### src/rtl/vr_rr_packet_arbiter.sv
// rtl/vr_rr_packet_arbiter.sv - N-source round-robin packet arbiter with registered output
//
// Merges NUM_SRC valid/ready producers into one valid/ready stream. A source
// that wins keeps the output until its last beat is accepted.
// Ports:
//   clk, reset           clock and synchronous active-high reset
//   in_valid/in_data/in_last/in_ready   per-source input streams
//   out_valid/out_data/out_last/out_src registered merged output stream
//   out_ready            downstream accepts the output beat
module vr_rr_packet_arbiter #(
  parameter type DATA_T = logic [7:0],
  parameter int  NUM_SRC = 4,
  localparam int SRC_W = $clog2(NUM_SRC)
) (
  input  logic               clk,
  input  logic               reset,
  input  logic [NUM_SRC-1:0] in_valid,
  input  DATA_T              in_data [NUM_SRC],
  input  logic [NUM_SRC-1:0] in_last,
  output logic [NUM_SRC-1:0] in_ready,
  output logic               out_valid,
  output DATA_T              out_data,
  output logic               out_last,
  output logic [SRC_W-1:0]   out_src,
  input  logic               out_ready
);

  typedef enum logic {ARB, LOCKED} state_t;

  state_t           state_q, state_d;
  logic [SRC_W-1:0] rr_ptr_q, rr_ptr_d;
  logic [SRC_W-1:0] lock_src_q, lock_src_d;

  logic             load_en;
  logic             grant_vld;
  logic [SRC_W-1:0] grant_idx;
  logic [SRC_W-1:0] cand;
  logic             xfer;
  logic             xfer_last;

  // The output register can take a new beat when empty or draining now.
  assign load_en = !out_valid || out_ready;

  // Grant selection: rotating priority starting at rr_ptr in ARB; in LOCKED
  // the owner keeps the grant even while idle, so bubbles never let another
  // source interleave into the packet.
  always_comb begin
    grant_vld = 1'b0;
    grant_idx = '0;
    cand      = '0;
    if (state_q == LOCKED) begin
      grant_vld = 1'b1;
      grant_idx = lock_src_q;
    end else begin
      for (int k = 0; k < NUM_SRC; k++) begin
        cand = SRC_W'((int'(rr_ptr_q) + k) % NUM_SRC);
        if (!grant_vld && in_valid[cand]) begin
          grant_vld = 1'b1;
          grant_idx = cand;
        end
      end
    end
  end

  always_comb begin
    in_ready = '0;
    if (load_en && grant_vld && !reset) begin
      in_ready[grant_idx] = 1'b1;
    end
  end

  assign xfer      = |(in_ready & in_valid);
  assign xfer_last = in_last[grant_idx];

  always_comb begin
    state_d    = state_q;
    rr_ptr_d   = rr_ptr_q;
    lock_src_d = lock_src_q;
    if (xfer) begin
      if (xfer_last) begin
        // Pointer moves only at packet end, to the source after the winner.
        state_d  = ARB;
        rr_ptr_d = SRC_W'((int'(grant_idx) + 1) % NUM_SRC);
      end else begin
        state_d    = LOCKED;
        lock_src_d = grant_idx;
      end
    end
  end

  always_ff @(posedge clk) begin
    if (reset) begin
      state_q    <= ARB;
      rr_ptr_q   <= '0;
      lock_src_q <= '0;
    end else begin
      state_q    <= state_d;
      rr_ptr_q   <= rr_ptr_d;
      lock_src_q <= lock_src_d;
    end
  end

  // Output stage: load on transfer (also when draining, so no bubble),
  // empty when drained without a replacement, otherwise hold.
  always_ff @(posedge clk) begin
    if (reset) begin
      out_valid <= 1'b0;
      out_data  <= '0;
      out_last  <= 1'b0;
      out_src   <= '0;
    end else if (xfer) begin
      out_valid <= 1'b1;
      out_data  <= in_data[grant_idx];
      out_last  <= xfer_last;
      out_src   <= grant_idx;
    end else if (load_en) begin
      out_valid <= 1'b0;
    end
  end

endmodule

### config.mk
export PLATFORM = sky130hd
export DESIGN_NAME = vr_rr_packet_arbiter
export DESIGN_NICKNAME = d
export VERILOG_FILES = /design/src/rtl/vr_rr_packet_arbiter.sv
export SDC_FILE = /design/constraint.sdc
export NUM_CORES = 1
export LEC_CHECK = 0
export BUFFER_PORTS_ARGS = -buffer_cell sky130_fd_sc_hd__buf_2
export CAP_MARGIN = 0
export CORE_MARGIN = 10
export CORE_UTILIZATION = 35
export CTS_BUF_LIST = sky130_fd_sc_hd__clkbuf_8
export CTS_CLUSTER_DIAMETER = 150
export CTS_CLUSTER_SIZE = 14
export DETAILED_ROUTE_END_ITERATION = 16
export GPL_TIMING_DRIVEN = 0
export PLACE_DENSITY = 0.71
export SYNTH_ARGS = -nofsm -noshare
export SYNTH_HDL_FRONTEND = slang
export SYNTH_SLANG_ARGS = --single-unit
### constraint.sdc
create_clock -name clk -period 7.95 [get_ports clk]
set_input_delay 2.385 -clock clk [delete_from_list [all_inputs] [get_ports clk]]
set_output_delay 2.385 -clock clk [all_outputs]
set_load 0.03 [all_outputs]
Word level (Yosys, flattened, before mapping)

Cells that the tools add are included.

Word-level logic and storage cells: 69
Output and inout port bits: 16
Bits of input ports: 43
Bits in registers: 17

Add/subtract/negate cells: 4
$lt $le $gt $ge: 7
Muxes and demuxes: 32
Reductions and logical operators: 16
Bitwise logic cells: 3

Operators by type and width:

| cell                                                               | count |
|---|---|
| 2-to-1 mux 1 bit                                                   | 17 |
| binary-select mux 8 bit (select 2 bit)                             | 1 |
| 2-to-1 mux 8 bit                                                   | 2 |
| less-than comparator 2 x 3 -> 1 bit (second input constant)        | 5 |
| binary-select mux 1 bit (select 2 bit)                             | 5 |
| 2-to-1 mux 2 bit                                                   | 5 |
| logical AND 1 bit                                                  | 6 |
| zero test 1 bit                                                    | 5 |
| adder 2 x 1 -> 2 bit (second input constant)                       | 2 |
| adder 2 bit (second input constant)                                | 2 |
| bitwise AND 4 bit                                                  | 1 |
| 2-to-1 mux 4 bit                                                   | 1 |
| AND reduction 2 bit                                                | 2 |
| OR reduction 4 bit                                                 | 1 |
| greater-or-equal comparator 3 bit (second input constant)          | 1 |
| inverter 2 -> 3 bit                                                | 1 |
| demux 1 bit (select 2 bit)                                         | 1 |
| greater-or-equal comparator 2 x 1 -> 1 bit (second input constant) | 1 |
| nonzero test 2 bit                                                 | 1 |
| logical OR 1 bit                                                   | 1 |
| inverter 1 bit                                                     | 1 |

Logic depth before layout (Yosys ltp)

Gate-level depths: netlist of run 1.

Depth after elaboration: 24
Mapped depth: 10

Worst setup path after synthesis of run 1

OpenSTA, ideal clock, no wires.

Path type: input to output
From: input in_valid[1]
To: output in_ready[0]
Slack: 1.762 ns
Stages on the path: 8
Arrival: 3.803 ns
Buffers on the path: 4
Data required time: 5.565 ns
Cells stage by stage: buf_6 -> nor2b_4 -> o2111ai_2 -> and3_1 -> buf_6 -> buf_2 -> buf_2 -> and3_1

Cells in the longest elaborated chain, start to end: 21
Elaborated cells on any way between the ends: 35

Ends and longest elaborated chain:

| element                                                                                                                 | RTL line | RTL |
|---|---|---|
| start: declaration                                                                                                      | 17       | `input logic [NUM_SRC-1:0] in_valid,` |
| binary-select mux 1 bit (select 2 bit)                                                                                  | 57       | `if (!grant_vld && in_valid[cand]) begin` |
| 2-to-1 mux 1 bit (implied by the code)                                                                                  | 57       |  |
| 2-to-1 mux 1 bit                                                                                                        | 57       |  |
| 2-to-1 mux 1 bit                                                                                                        | 51       | `if (state_q == LOCKED) begin` |
| zero test 1 bit                                                                                                         | 57       |  |
| logical AND 1 bit                                                                                                       | 57       |  |
| 2-to-1 mux 1 bit                                                                                                        | 57       |  |
| 2-to-1 mux 1 bit                                                                                                        | 51       |  |
| [5 not listed]                                                                                                          | -        |  |
| logical AND 1 bit                                                                                                       | 57       |  |
| 2-to-1 mux 2 bit                                                                                                        | 57       |  |
| 2-to-1 mux 2 bit                                                                                                        | 51       |  |
| less-than comparator 2 x 3 -> 1 bit (implied by the code) or greater-or-equal comparator 2 x 1 -> 1 bit (tied branches) | 68       | `in_ready[grant_idx] = 1'b1;` |
| logical AND 1 bit (implied by the code)                                                                                 | 68       |  |
| 2-to-1 mux 1 bit (implied by the code)                                                                                  | 68       |  |
| demux 1 bit (select 2 bit)                                                                                              | 68       |  |
| 2-to-1 mux 4 bit *                                                                                                      | 67       | `if (load_en && grant_vld && !reset) begin` |
| end: declaration                                                                                                        | 20       | `output logic [NUM_SRC-1:0] in_ready,` |

Every way passes the cells marked *; elsewhere a longest branch is shown, timed or not. The select of a mux whose other input is x is not followed.

Final worst setup path of run 1

From: input in_valid[3]
To: output in_ready[2]

The elaborated chain is that of the path after synthesis.

==> impl_metrics.tcl, run 1 <==
set metrics [dict create \
    htreeDepth 1 \
    outcome "completed" \
    routabilityCongestion 0.811 \
    areaGrowthSynthToFinish_pct 30.4 \
    dpl_worst_slack_ps 1450 \
    power.leakage_uw 0.000783 \
    initial_core_util 0.373 \
    core_area_mm2 0.00342 \
    die_w_um 80.4 \
    synth_edf_count 0 \
    grt_pass1_wl_um 6440 \
    track_usage 0.121 \
    worstPathMaxFanout 10 \
    worstRegToRegCells 9 \
    max_stage_delay_ps 400 \
    min_period_over_period 0.819 \
    clkSlewWorstSetupHoldPaths_ps 60 \
    cts_setup_buffers 0 \
    syn_nets 200 \
    avgSynthCellArea_um2 8.12 \
    syn-cell-area_mm2 0.00127 \
    hold_buffers 0 \
    seqCellArea_um2 340 \
    dieHeight_um 80.4 \
    clk_latency_ps 250 \
    antenna_cells 0 \
    holdPathStages 2 \
    syn_inst 157 \
    maxCapViolations 0 \
    yosysTopAreaCell "dfxtp_1" \
    drv_slew 0 \
    async_flop_share 0 \
    finalSetupViolations 0 \
    yosys_most_used_dff "dfxtp_1" \
    multi_input_area_um2 806 \
    ys_types 41 \
    grt_pass1_vias 1403 \
    nNetsFinal 262 \
    via_per_inst 5.24 \
    irDropWorstVdd_mv 0.152 \
    critPathLaunchType "primary input" \
    rr_startpoint "state_q" \
    yosysWarningCount 0 \
    hold_path.startpoint "out_last" \
    timing.rr.end "out_data[2]" \
    final_antenna_net_count 0 \
    hold_path_end "out_last" \
    skew_ps 4.60 \
    ff2ff_setup_slack_ps 5850 \
    via_count 1383 \
    dieArea_mm2 0.00646 \
    cts_sinks 17 \
    end_kind "output pin" \
    hold_viol 0 \
    finalInstanceArea_mm2 0.00166 \
    dr.first_iter.drc_count 84 \
    crit_required_ps 5570 \
    routedWlPerCell_um 15.3 \
    drive_above_1_share 0.408 \
    drcViolationCount 0 \
    rsz0062_at_grt "no" \
    fillers 350 \
    port_buffers 57 \
    cp_common_cell "buf_2" \
    max_freq_mhz 154 \
    clockRootBuffer "clkbuf_8" \
    grt_max_degree 11 \
    firstDrtPassIters 4 \
    crit_path_top_delay_cell "clkbuf_1" \
    placed_cell_area_mm2 0.00162 \
    worstMarginPinSlew_ps 493 \
    postLayoutSetupSlackWorst_ps 1440 \
    cts_tree "done" \
    overflow 0 \
    seq_area_frac_synth 0.267 \
    antenna_found_initial 0 \
    rows 21 \
    synth-seq-cells 17 \
    synth_top_area_share 0.267 \
    hp-class "register to register" \
    period_minus_slack_ps 6510 \
    cts_buffers 3 \
    fin_tns_setup_ps 0 \
    cts.repair.resized 0 \
    power_density_mw_per_mm2 282 \
    relSlewSlack 0.671 \
    synth_area_leaders "dfxtp_1 (27%), o211ai_1 (10%), mux2_2 (9.7%)" \
    criticalPathCategory "primary input to output pin" \
    path_cells "buf_2, buf_2, nand4b_1, o21ai_0, o31ai_2, clkbuf_1, and3_1, buf_2" \
    clockBufferDepth 2 \
    drt-total-wl_um 4030 \
    arrival_ps 4120 \
    dp_hpwl_um 3180 \
    io_pins 59 \
    synth_common_cells "dfxtp_1 (17), o211ai_1 (17), nand2_1 (16)" \
]
-- power breakdown --
group          switching [uW]  internal [uW]
sequential               17.1            107
clock                    28.7           34.3
combinational             169            112
total                     215            254
-- metal layers --
metal | part of all wire | global-route usage | up-vias
met5 | 0 | 0 | -
met4 | 0.0020 | 0.0158 | 0
met3 | 0.10 | 0.0624 | 2
met2 | 0.44 | 0.190 | 48
met1 | 0.46 | 0.147 | 620
li1 | - | - | 713
-- registers in the layout (all words and copies together), names as in the netlist --
register	cells
lock_src_q	2
out_data	8
rr_ptr_q	2
out_last	1
out_valid	1
state_q	1
out_src	2
-- final cells by class --
cell class | instances | area share
well taps | 46 | 0.0346
repair buffers | 57 | 0.172
multi-input cells | 114 | 0.485
inverters | 12 | 0.0271
flip-flops and latches | 17 | 0.205
clock inverters | 1 | 0.00226
clock buffers | 3 | 0.0248
plain buffers | 14 | 0.0504
-- critical path: cells and delay by family --
family	cells	cell delay [ps]
AOI/OAI and AO/OA	2	510
buffers and inverters	4	870
and+or+nand+nor	2	350
-- worst max path at each step --
| stage | from | end | cells past startpoint |
|---|---|---|---|
| after global routing | in_valid[3] | in_ready[2] | 8 |
| after detailed placement | in_valid[3] | in_ready[2] | 8 |
| after CTS | in_valid[3] | in_ready[2] | 8 |
| after global placement | in_valid[3] | in_ready[2] | 8 |
| after floorplan | in_valid[1] | in_ready[0] | 8 |
| final | in_valid[3] | in_ready[2] | 8 |
-- placed cells by master (no fill, tap or decap), types with 4 or more instances in the layout --
cell type and count:
buf_2 64, o211ai_1 17, dfxtp_1 17, nand2_1 16
inv_1 12, mux2_2 11, a21oi_1 11, nand4_1 10
nor2_1 7, nand2b_1 4, and3_1 4
-- metrics by stage --
step / hold slack [ps] / cells / util / total power [uW]
detailed placement: 446 / 260 / 0.474 / 407
floorplan: 452 / 157 / - / 334
global route: 469 / 264 / 0.487 / 503
global placement: 439 / 260 / 0.474 / 405
finish: 453 / 264 / 0.487 / 469
CTS: 455 / 264 / 0.487 / 471
-- cell families (layout without fill, tap and decap cells) --
| logic type | Yosys count | after routing | synth area share |
|---|---|---|---|
| buf+inv | 26 | 87 | 0.101 |
| compound gates | 51 | 51 | 0.303 |
| xor+xnor | 1 | 1 | 0.00687 |
| flops | 17 | 17 | 0.267 |
| simple gates | 49 | 49 | 0.209 |
| mux | 13 | 13 | 0.113 |
Note: power is estimated with default switching activity, not from simulation.
==> run 2, diff against run 1 <==
--- a/config.mk
+++ b/config.mk
@@ -5,6 +5,7 @@
 export SDC_FILE = /design/constraint.sdc
 export NUM_CORES = 1
 export LEC_CHECK = 0
+export ABC_AREA = 1
 export BUFFER_PORTS_ARGS = -buffer_cell sky130_fd_sc_hd__buf_2
 export CAP_MARGIN = 0
 export CORE_MARGIN = 10
@@ -14,7 +15,7 @@
 export CTS_CLUSTER_SIZE = 14
 export DETAILED_ROUTE_END_ITERATION = 16
 export GPL_TIMING_DRIVEN = 0
-export PLACE_DENSITY = 0.71
+export PLACE_DENSITY = 0.7
 export SYNTH_ARGS = -nofsm -noshare
 export SYNTH_HDL_FRONTEND = slang
 export SYNTH_SLANG_ARGS = --single-unit
==> constraint.sdc (replaced) <==
create_clock -name clk -period 6.4 [get_ports clk]
set_input_delay 1.92 -clock clk [delete_from_list [all_inputs] [get_ports clk]]
set_output_delay 1.92 -clock clk [all_outputs]
set_load 0.03 [all_outputs]
==> run 2 against run 1 <==
- first-iteration DRC count down 56%
- synthesized cell count rose by 40%
- core utilization is 1.4 points lower
- via count increased by 15%
- setup slack got worse by 460 ps
- highest routed layer unchanged
- sequential cell count did not move
- worst hold slack gained 9.1 ps
- design area up 5.0%
- routed wire length decreased by 0.89%
- power increased to 2.7 times the previous value
- die area increased by 4.3%
- register-to-register slack worse by 1800 ps
==> impl_metrics.tcl, run 2 <==
set metrics [dict create \
    outcome "completed" \
    hold_buffers 0 \
    postLayoutSetupSlackWorst_ps 983 \
    overflow 0 \
    routabilityCongestion 0.840 \
    multi_input_area_um2 892 \
    skew_ps 1.12 \
    dr.first_iter.drc_count 37 \
    period_minus_slack_ps 5420 \
    clockRootBuffer "clkbuf_8" \
    via_per_inst 4.82 \
    async_flop_share 0 \
    maxCapViolations 0 \
    fillers 421 \
    worstPathMaxFanout 5 \
    power_density_mw_per_mm2 720 \
    nNetsFinal 326 \
    dieArea_mm2 0.00674 \
    drcViolationCount 0 \
    ys_types 28 \
    rows 22 \
    cts_setup_buffers 0 \
    areaGrowthSynthToFinish_pct 29.4 \
    worstRegToRegCells 17 \
    arrival_ps 3500 \
    critPathLaunchType "primary input" \
    layout_commonest_cell "nand2_1" \
    layout_common_cells "nand2_1 (92), buf_2 (59), nor2_1 (22)" \
    placed_cell_area_mm2 0.00170 \
    relSlewSlack 0.690 \
    crit_required_ps 4480 \
    synth-seq-cells 17 \
    synth_edf_count 0 \
    firstDrtPassIters 4 \
    syn_inst 220 \
    cts.repair.resized 0 \
    syn_nets 263 \
    rr_startpoint "rr_ptr_q[0]" \
    fin_util 0.473 \
    track_usage 0.119 \
    via_count 1589 \
    clkSlewWorstSetupHoldPaths_ps 70 \
    power.leakage_uw 0.000918 \
    end_kind "output pin" \
    largest_reg_flops 8 \
    drive_above_1_share 0.355 \
    irDropWorstVdd_mv 0.320 \
    timing.rr.end "out_data[7]" \
    initial_core_util 0.366 \
    core_area_mm2 0.00369 \
    antenna_found_initial 0 \
    clockBufferDepth 2 \
    drv_slew 0 \
    dpl_worst_slack_ps 1020 \
    finalInstanceArea_mm2 0.00175 \
    criticalPathCategory "primary input to output pin" \
    cts_sinks 17 \
    holdPathStages 2 \
    routedWlPerCell_um 12.1 \
    rsz0062_at_grt "no" \
    cts_buffers 3 \
    synth_common_cells "nand2_1 (92), nor2_1 (22), dfxtp_1 (17)" \
    grt_pass1_vias 1488 \
    synth_area_leaders "nand2_1 (26%), dfxtp_1 (25%), nor2_1 (6.1%)" \
    worstMarginPinSlew_ps 466 \
    avgSynthCellArea_um2 6.13 \
    grt_max_degree 11 \
    min_period_over_period 0.846 \
    top_register "out_data" \
    seq_area_frac_synth 0.252 \
    dieHeight_um 82.1 \
    port_buffers 58 \
    htreeDepth 1 \
    io_pins 59 \
    dp.cells 326 \
    cts_tree "done" \
    final_antenna_net_count 0 \
    hold_viol 0 \
    seqCellArea_um2 340 \
    fin_tns_setup_ps 0 \
    synth.most_common_cell "nand2_1" \
    antenna_cells 0 \
    clk_latency_ps 260 \
    hold_path.startpoint "out_data[4]" \
    ff2ff_setup_slack_ps 4100 \
    hold_path_end "out_data[4]" \
    yosysTopAreaCell "nand2_1" \
    dp_hpwl_um 3370 \
    max_freq_mhz 185 \
    yosysWarningCount 0 \
    instances_no_fill 330 \
    syn-cell-area_mm2 0.00135 \
    yosys_most_used_dff "dfxtp_1" \
    grt_pass1_wl_um 6560 \
    synth_top_area_share 0.256 \
    finalSetupViolations 0 \
    drt-total-wl_um 3990 \
    hp-class "register to register" \
    die_w_um 82.1 \
]
==> run 2: kinds of logic (layout without fill, tap and decap cells) <==
family          Yosys count  count (layout)  share of synthesized area
compound gates           18              18                     0.0733
buf+inv                  24              86                     0.0863
flops                    17              17                      0.252
simple gates            161             161                      0.588
==> run 2: where the power goes <==
| group | switching, uW | total (uW) | internal, uW |
|---|---|---|---|
| sequential | 26.8 | 179 | 153 |
| combinational | 664 | 994 | 330 |
| clock | 39.4 | 82.7 | 43.3 |
==> run 2: worst max path at each step <==
| stage | slack (ps) | start | end |
|---|---|---|---|
| floorplan | 1030 | in_valid[2] | in_ready[0] |
| global placement | 1090 | in_valid[2] | in_ready[2] |
| detailed placement | 1020 | in_valid[3] | in_ready[0] |
| CTS | 1020 | in_valid[3] | in_ready[0] |
| global route | 880 | in_valid[0] | in_ready[2] |
| finish | 980 | in_valid[3] | in_ready[0] |
==> run 2: per-stage QoR <==
stage / hold slack, ps / total power [uW]
after CTS: 466 / 1270
final: 462 / 1260
after global routing: 491 / 1380
after floorplan: 455 / 965
after global placement: 449 / 1170
after detailed placement: 455 / 1180
==> run 2: area by class of cell <==
class | count | share of cell area
timing repair buffer | 58 | 0.166
multi-input combinational | 179 | 0.511
clock inverter | 1 | 0.00287
sequential | 17 | 0.195
inverter | 18 | 0.0401
tap | 48 | 0.0344
buffer | 6 | 0.0265
clock buffer | 3 | 0.0237
==> run 2: metal layers <==
layer	global-route usage	vias up	routed length (um)
li1	-	822	-
met1	0.131	710	1610
met2	0.201	53	1910
met3	0.0622	4	438
met4	0.0255	0	32
met5	0	-	0
==> run 2: worst max-delay path: stages <==
cell	delay, ps
buf_2	120
inv_2	40
nand2_1	90
nand3_1	120
nand2_2	130
nor2_4	60
nand2_1	50
nor3_1	40
nor2_1	330
inv_1	150
nor3_1	190
buf_2	240
